**src/rtl/imem_pkg.sv**
```systemverilog
// Shared instruction-word layout and loader state encoding for the 9-bit instruction store.
package imem_pkg;
    localparam int INSTR_W         = 9;
    localparam int OP_MSB          = 8;
    localparam int OP_LSB          = 6;
    localparam int R1_MSB          = 5;
    localparam int R1_LSB          = 3;
    localparam int R2_MSB          = 2;
    localparam int R2_LSB          = 0;
    localparam int PC_BITS_DEFAULT = 12;

    typedef enum logic [2:0] {
        IDLE,
        LO,
        HI,
        CHK,
        DONE
    } loader_state_t;
endpackage

```
**src/rtl/imem_word_pack.sv**
```systemverilog
// Holds the low byte of a word and joins it with the high byte into one instruction word.
module imem_word_pack
    import imem_pkg::*;
(
    input  logic               clk,
    input  logic               lo_load,
    input  logic [7:0]         lo_byte,
    input  logic [7:0]         hi_byte,
    output logic [INSTR_W-1:0] word,
    output logic               fmt_bad
);
    logic [7:0] lo_p0;

    // Stage p0: low byte held until the matching high byte arrives
    always_ff @(posedge clk) begin
        if (lo_load) begin
            lo_p0 <= lo_byte;
        end
    end

    assign word    = {hi_byte[0], lo_p0};
    assign fmt_bad = |hi_byte[7:1];
endmodule

```
**src/rtl/imem_loader.sv**
```systemverilog
// Byte-stream loader for the instruction store: two bytes per word, auto-incrementing address.
// Optional trailing checksum byte and cksum_err port when LOADER_CHECKSUM_EN is defined.
module imem_loader
    import imem_pkg::*;
#(
    parameter int PC_BITS = PC_BITS_DEFAULT,
    parameter int INSTR_W = imem_pkg::INSTR_W
) (
    input  logic               clk,
    input  logic               reset,
    input  logic               start,
    input  logic [PC_BITS-1:0] base_addr,
    input  logic [PC_BITS-1:0] word_count,
    input  logic [7:0]         in_byte,
    input  logic               in_valid,
    output logic               in_ready,
    output logic               wr_en,
    output logic [PC_BITS-1:0] wr_addr,
    output logic [INSTR_W-1:0] wr_data,
    output logic               busy,
    output logic               done,
`ifdef LOADER_CHECKSUM_EN
    output logic               cksum_err,
`endif
    output logic               fmt_err
);
    loader_state_t state, state_nx;

    logic [PC_BITS-1:0] addr, remaining;
    logic [PC_BITS-1:0] addr_p1;
    logic [INSTR_W-1:0] data_p1;
    logic               vld_p1;
    logic [INSTR_W-1:0] word;
    logic               fmt_bad;
    logic               hs, lo_hs, hi_hs, go;

    assign hs    = in_valid && in_ready;
    assign lo_hs = hs && (state == LO);
    assign hi_hs = hs && (state == HI);
    assign go    = start && (state == IDLE);

    imem_word_pack u_pack (
        .clk     (clk),
        .lo_load (lo_hs),
        .lo_byte (in_byte),
        .hi_byte (in_byte),
        .word    (word),
        .fmt_bad (fmt_bad)
    );

    always_ff @(posedge clk or posedge reset) begin
        if (reset) begin
            state <= IDLE;
        end else begin
            state <= state_nx;
        end
    end

    always_comb begin
        state_nx = state;
        in_ready = 1'b0;
        done     = 1'b0;
        busy     = 1'b1;
        case (state)
            IDLE: begin
                busy = 1'b0;
                if (start) begin
                    state_nx = (word_count != '0) ? LO : DONE;
                end
            end
            LO: begin
                in_ready = 1'b1;
                if (in_valid) begin
                    state_nx = HI;
                end
            end
            HI: begin
                in_ready = 1'b1;
                if (in_valid) begin
`ifdef LOADER_CHECKSUM_EN
                    state_nx = (remaining == PC_BITS'(1)) ? CHK : LO;
`else
                    state_nx = (remaining == PC_BITS'(1)) ? DONE : LO;
`endif
                end
            end
`ifdef LOADER_CHECKSUM_EN
            CHK: begin
                in_ready = 1'b1;
                if (in_valid) begin
                    state_nx = DONE;
                end
            end
`endif
            DONE: begin
                done     = 1'b1;
                state_nx = IDLE;
            end
            default: state_nx = IDLE;
        endcase
    end

    // Stage p1: write port registered one cycle after the high-byte handshake
    always_ff @(posedge clk or posedge reset) begin
        if (reset) begin
            addr      <= '0;
            remaining <= '0;
            vld_p1    <= 1'b0;
            addr_p1   <= '0;
            data_p1   <= '0;
            fmt_err   <= 1'b0;
        end else begin
            vld_p1 <= hi_hs;
            if (go) begin
                addr      <= base_addr;
                remaining <= word_count;
                fmt_err   <= 1'b0;
            end
            if (hi_hs) begin
                addr_p1   <= addr;
                data_p1   <= word;
                addr      <= addr + PC_BITS'(1);
                remaining <= remaining - PC_BITS'(1);
                if (fmt_bad) begin
                    fmt_err <= 1'b1;
                end
            end
        end
    end

`ifdef LOADER_CHECKSUM_EN
    logic [7:0] csum;

    always_ff @(posedge clk or posedge reset) begin
        if (reset) begin
            csum      <= '0;
            cksum_err <= 1'b0;
        end else begin
            if (go) begin
                csum      <= '0;
                cksum_err <= 1'b0;
            end else if (lo_hs || hi_hs) begin
                csum <= csum ^ in_byte;
            end else if (hs && (state == CHK) && (in_byte != csum)) begin
                cksum_err <= 1'b1;
            end
        end
    end
`endif

    assign wr_en   = vld_p1;
    assign wr_addr = addr_p1;
    assign wr_data = data_p1;
endmodule

```
**config.mk**
```make
export PLATFORM = sky130hd
export DESIGN_NAME = imem_loader
export DESIGN_NICKNAME = d
export VERILOG_FILES = /design/src/rtl/imem_pkg.sv /design/src/rtl/imem_word_pack.sv /design/src/rtl/imem_loader.sv
export SDC_FILE = /design/constraint.sdc
export NUM_CORES = 1
export LEC_CHECK = 0
export BUFFER_PORTS_ARGS = -buffer_cell sky130_fd_sc_hd__buf_2
export CORE_MARGIN = 2
export CORE_UTILIZATION = 50
export CTS_BUF_LIST = sky130_fd_sc_hd__clkbuf_2
export DETAILED_ROUTE_END_ITERATION = 16
export PLACE_DENSITY = 0.78
export REMOVE_ABC_BUFFERS = 1
export SYNTH_ARGS = -nofsm -noshare
export SYNTH_HDL_FRONTEND = slang
export SYNTH_SLANG_ARGS = --single-unit
export TNS_END_PERCENT = 10
```
**constraint.sdc**
```tcl
create_clock -name clk -period 2 [get_ports clk]
set_clock_uncertainty 0.1 [all_clocks]
set_input_delay 0.2 -clock clk [delete_from_list [all_inputs] [get_ports clk]]
set_output_delay 0.2 -clock clk [all_outputs]
set_load 0.05 [all_outputs]
```
Word-level counts from Yosys, hierarchy flattened
Index checks and enable logic that the tools add are counted.
- register bits after elaboration: 58
- bits of input ports: 36
- output and inout port bits: 26
- logic and storage cells: 43
- add/sub/neg operators: 2
- equal/unequal tests: 7
- multiplexer cells: 16
- reductions and logical operators: 10
- operators with widths (cell ; number):
    $mux 12 ; 4
    $mux 3 ; 5
    $add 12x1->12 const B ; 1
    $eq 12x1->1 const B ; 1
    $reduce_bool 12->1 ; 1
    $sub 12x1->12 const B ; 1
    $pmux 3 s3 ; 1
    $reduce_or 7->1 ; 1
    $mux 1 ; 6
    $ne 2x2->1 const B ; 3
    $logic_and 1x1->1 ; 4
    $eq 3x1->1 const B ; 1
    $eq 3x2->1 const B ; 1
    $eq 3x3->1 const B ; 1
    $logic_not 3->1 ; 1
    $reduce_and 3->1 ; 1
    $reduce_bool 2->1 ; 1
    $reduce_or 2->1 ; 1

Longest topological paths before layout
- depth in word-level cells: 6
- gate-level depth with buffers: 7

Modules after synthesis
Synthesis repeated with hierarchy kept, for this count alone.
- cell total of the unflattened synthesis: 278
- area total of the unflattened synthesis: 2695.1 sq um
- by module, submodules not included (module ; instances ; cells each ; area an instance (sq um) ; sequential area each (sq um)):
    imem_loader ; 1 ; 266 ; 2432.3 ; 1251.2
    imem_word_pack ; 1 ; 12 ; 262.8 ; 240.2

Least setup slack after synthesis
No wires, ideal clock.
- path type: register to output
- start point: reg state[1]
- end point: out done
- arrival: 1629 ps
- setup slack: 71 ps
- stages on the path, launching flop included: 2
- cells stage by stage: dfrtp_1 nor3b_1
- cells in the longest elaborated chain, start to end: 2
- ends and longest elaborated chain (what ; line ; source):
    from (decl) ; imem_loader.sv:27 ; loader_state_t state, state_nx;
    from (signal assigned) ; imem_loader.sv:55 ; state <= state_nx;
    $eq 3x3->1 ; imem_loader.sv:64 ; case (state)
    $mux 1 ; imem_loader.sv:64 ;
    to (decl) ; imem_loader.sv:21 ; output logic done,
Every way passes these cells.

Worst setup path in the final report
- start point: reg state[2]
- end point: out busy
- cells in the longest elaborated chain, start to end: 2
- ends and longest elaborated chain (what ; line ; source):
    $logic_not 3->1 ; imem_loader.sv:64 ;
    $mux 1 ; imem_loader.sv:64 ;
    to (decl) ; imem_loader.sv:20 ; output logic busy,
Every way passes these cells.

==> out/metrics.yaml <==
clocking:
  cts_tree: "built"
  insertion_delay_ns: 0.46
  clk_pin_slew_ns: 0.16
  clock_sinks: 58
  clk_root_buffer_cell: "clkbuf_2"
  cts_buffer_depth: 2
  cts_max_level: 3
  cts_buffers: 9
run_status:
  run_status: "finished clean"
worst_setup_path:
  critPathCaptureType: "output port"
  cp.required_ns: 1.70
  rrSetupSlack_ns: 0.09
  reg2reg_to: "addr[7]"
  cp-startpoint: "state[2]"
  start_kind: "flip-flop"
  reg2reg_depth: 5
  crit_type: "reg2out"
  critPathArrivalTime_ns: 1.64
  crit_fanout: 7
  timing.rr.start: "state[2]"
grt:
  grt_pass1_vias: 2498
  busiest_layer: "met2"
  grtUsageTotal_pct: 24.7
  antenna_found_initial: 0
  overflow: 0
  use_met2_pct: 41.1
  grt_max_degree: 51
  grt_pass1_wl_um: 11500
  met3_usage_pct: 6.35
  grt.met1_usage_pct: 31.1
yosys:
  synth_xor_area_share_pct: 0
  ys_top_cells_by_area: "dfrtp_1, nand2_1, edfxtp_1, nor3_1, nor2_1"
  synth_seq_cells: 58
  async_flop_share_pct: 86.2
  seq_area_frac_synth_pct: 56.0
  synth_top_family_by_area: "simple AND/OR/NAND/NOR gates"
  synthMuxAreaShare_pct: 0.423
  ys_dominant_reg_cell: "dfrtp_1"
  yosys.area_share.simple_pct: 25.9
  synth_edf_count: 8
  synth-compound-area-share_pct: 12.7
  syn_avg_cell_area_um2: 9.82
  yosysTopAreaCell: "dfrtp_1"
  synth_top_area_share_pct: 47.0
  yosysWarnings: 0
  synthAdderAreaFrac_pct: 1.41
  synth_cell_types: 47
  syn-cell-area_um2: 2660
  netlist_instances: 271
detailed_routing:
  drc: 0
  drtIter0Drc: 234
  totalWireLength_um: 6790
  post_drt_wl_per_cell_um: 15.0
  drtAntennaViolNets: 0
  vias_per_cell: 5.46
  vias: 2473
  firstDrtPassIters: 5
finish:
  fillers: 414
  final_core_util_pct: 70.6
  layout_commonest_cell: "nand2_1"
  drive_above_1_share_pct: 27.4
  fin_nets: 417
  syn_to_final_growth_pct: 35.5
  n_antenna_cell: 0
  layout_common_cells: "nand2_1, buf_2, dfrtp_1"
  stdcell_area_um2: 3610
power:
  irDropWorstVdd_mv: 0.799
  seqPwrFrac_pct: 38.1
  p_clk_share_pct: 15.5
  switchingPower_mw: 2.59
  p_per_area_nw_per_um2: 1530
  comb_power_share_pct: 46.5
  swShare_pct: 46.9
  power.leakage_nw: 1.67
  internal-power_mw: 2.93
placement:
  numPortBuffers: 61
  hpwl_um: 4400
  placed_area_um2: 3090
  place.gp.congestion: 0.855
  pre_cts_ws_ns: 0.163
timing:
  fin_ws_ns: 0.0559
  holdWs_ns: 0.259
  timing.fmax_ghz: 0.514
  maxSlewHeadroom_pct: 58.3
  hold_violations: 0
  period_needed_ns: 1.94
  slew_violations: 0
  fin_crit_sh_pct: 97.2
  rsz0062_at_grt: "true"
  worst_slew_pin_slew_ns: 0.625
  setup_violations: 0
floorplan:
  core_area_um2: 5110
  chipWidth_um: 77.0
  die_h_um: 77.0
  rows: 26
  ios: 62
  die_area_um2: 5920
  initial_core_util_pct: 52.1
worst_hold_path:
  hold_end: "state[2]"
  hp-class: "in2reg"
  hold_path_depth: 4
  worstHoldStart: "start"
flow_run:
  maxCapViolations: 0
-- metal layers --
layer  vias to the layer above  wire (um)
li1                       1191          -
met1                      1175       2900
met2                       101       3430
met3                         6        411
met4                         0         42
met5                         -          0
-- state kept, by name, summed over array words and instances, names as in the netlist --
| name | count |
|---|---|
| fmt_err | 1 |
| u_pack.lo_p0 | 8 |
| addr | 12 |
| state | 3 |
| wr_addr | 12 |
| remaining | 12 |
| wr_data | 9 |
| wr_en | 1 |
-- timing repair --
item	CTS	global route
gates resized for setup	3	7
setup buffers	1	1
endpoints found under the setup margin	3	5
hold endpoints to repair	86	0
pin swaps	0	1
hold buffers	34	0
gates cloned	0	0
-- critical path, stage by stage, from the launching register on --
cell and delay [ns]:
dfrtp_1 0.42, buf_4 0.17, or3_1 0.42, buf_6 0.18
-- through the flow --
step | power, mW | instances | setup TNS (ns)
6_report | 5.51 | 453 | 0
5_1_grt | 5.86 | 453 | -0.00514
4_1_cts | 5.46 | 452 | 0
3_5_place_dp | 4.52 | 401 | 0
3_3_place_gp | 4.43 | 401 | 0
2_1_floorplan | 3.81 | 257 | -13.10
-- cell usage after synthesis (4+ instances only) --
library cell  instances
buf_2                 9
o211ai_1              7
nand4_1               4
nor2_1               15
edfxtp_1              8
o21ai_0               6
o311ai_0              6
nand3_1              11
nor3b_1               4
dfrtp_1              50
nand2_1              77
nor4_1                7
inv_1                 5
a21oi_1               4
nor3_1               12
-- cell families after synthesis --
| family | after synthesis |
|---|---|
| buffers and inverters | 20 |
| and+or+nand+nor | 144 |
| AOI/OAI and AO/OA | 45 |
| muxes | 1 |
| DFF | 58 |
| adders and majority gates | 3 |
-- power by group through the flow --
stage | Clock [mW] | Combinational, mW | Sequential, mW
global placement | 0 | 2.35 | 2.09
floorplan | 0 | 1.03 | 2.78
detailed placement | 0 | 2.41 | 2.11
finish | 0.852 | 2.56 | 2.10
CTS | 0.867 | 2.51 | 2.08
global route | 0.925 | 2.77 | 2.17
-- cell type report --
type / count / area [um2] / area share, %
clock buffer: 10 / 50.0 / 1.39
clock inverter: 6 / 81.3 / 2.25
inverter: 6 / 22.5 / 0.624
multi-input combinational: 193 / 1100 / 30.5
sequential: 58 / 1490 / 41.3
tap: 70 / 87.6 / 2.43
timing repair buffer: 110 / 773 / 21.4
-- worst max-delay path by stage --
stage	slack [ns]	cells past startpoint	to
finish	0.06	3	busy
global route	-0.003	4	in_ready
CTS	0.0005	3	busy
detailed placement	0.16	5	remaining[9]
global placement	0.23	4	remaining[10]
floorplan	-1.05	4	remaining[11]
Note: power is estimated with default switching activity, not from simulation.
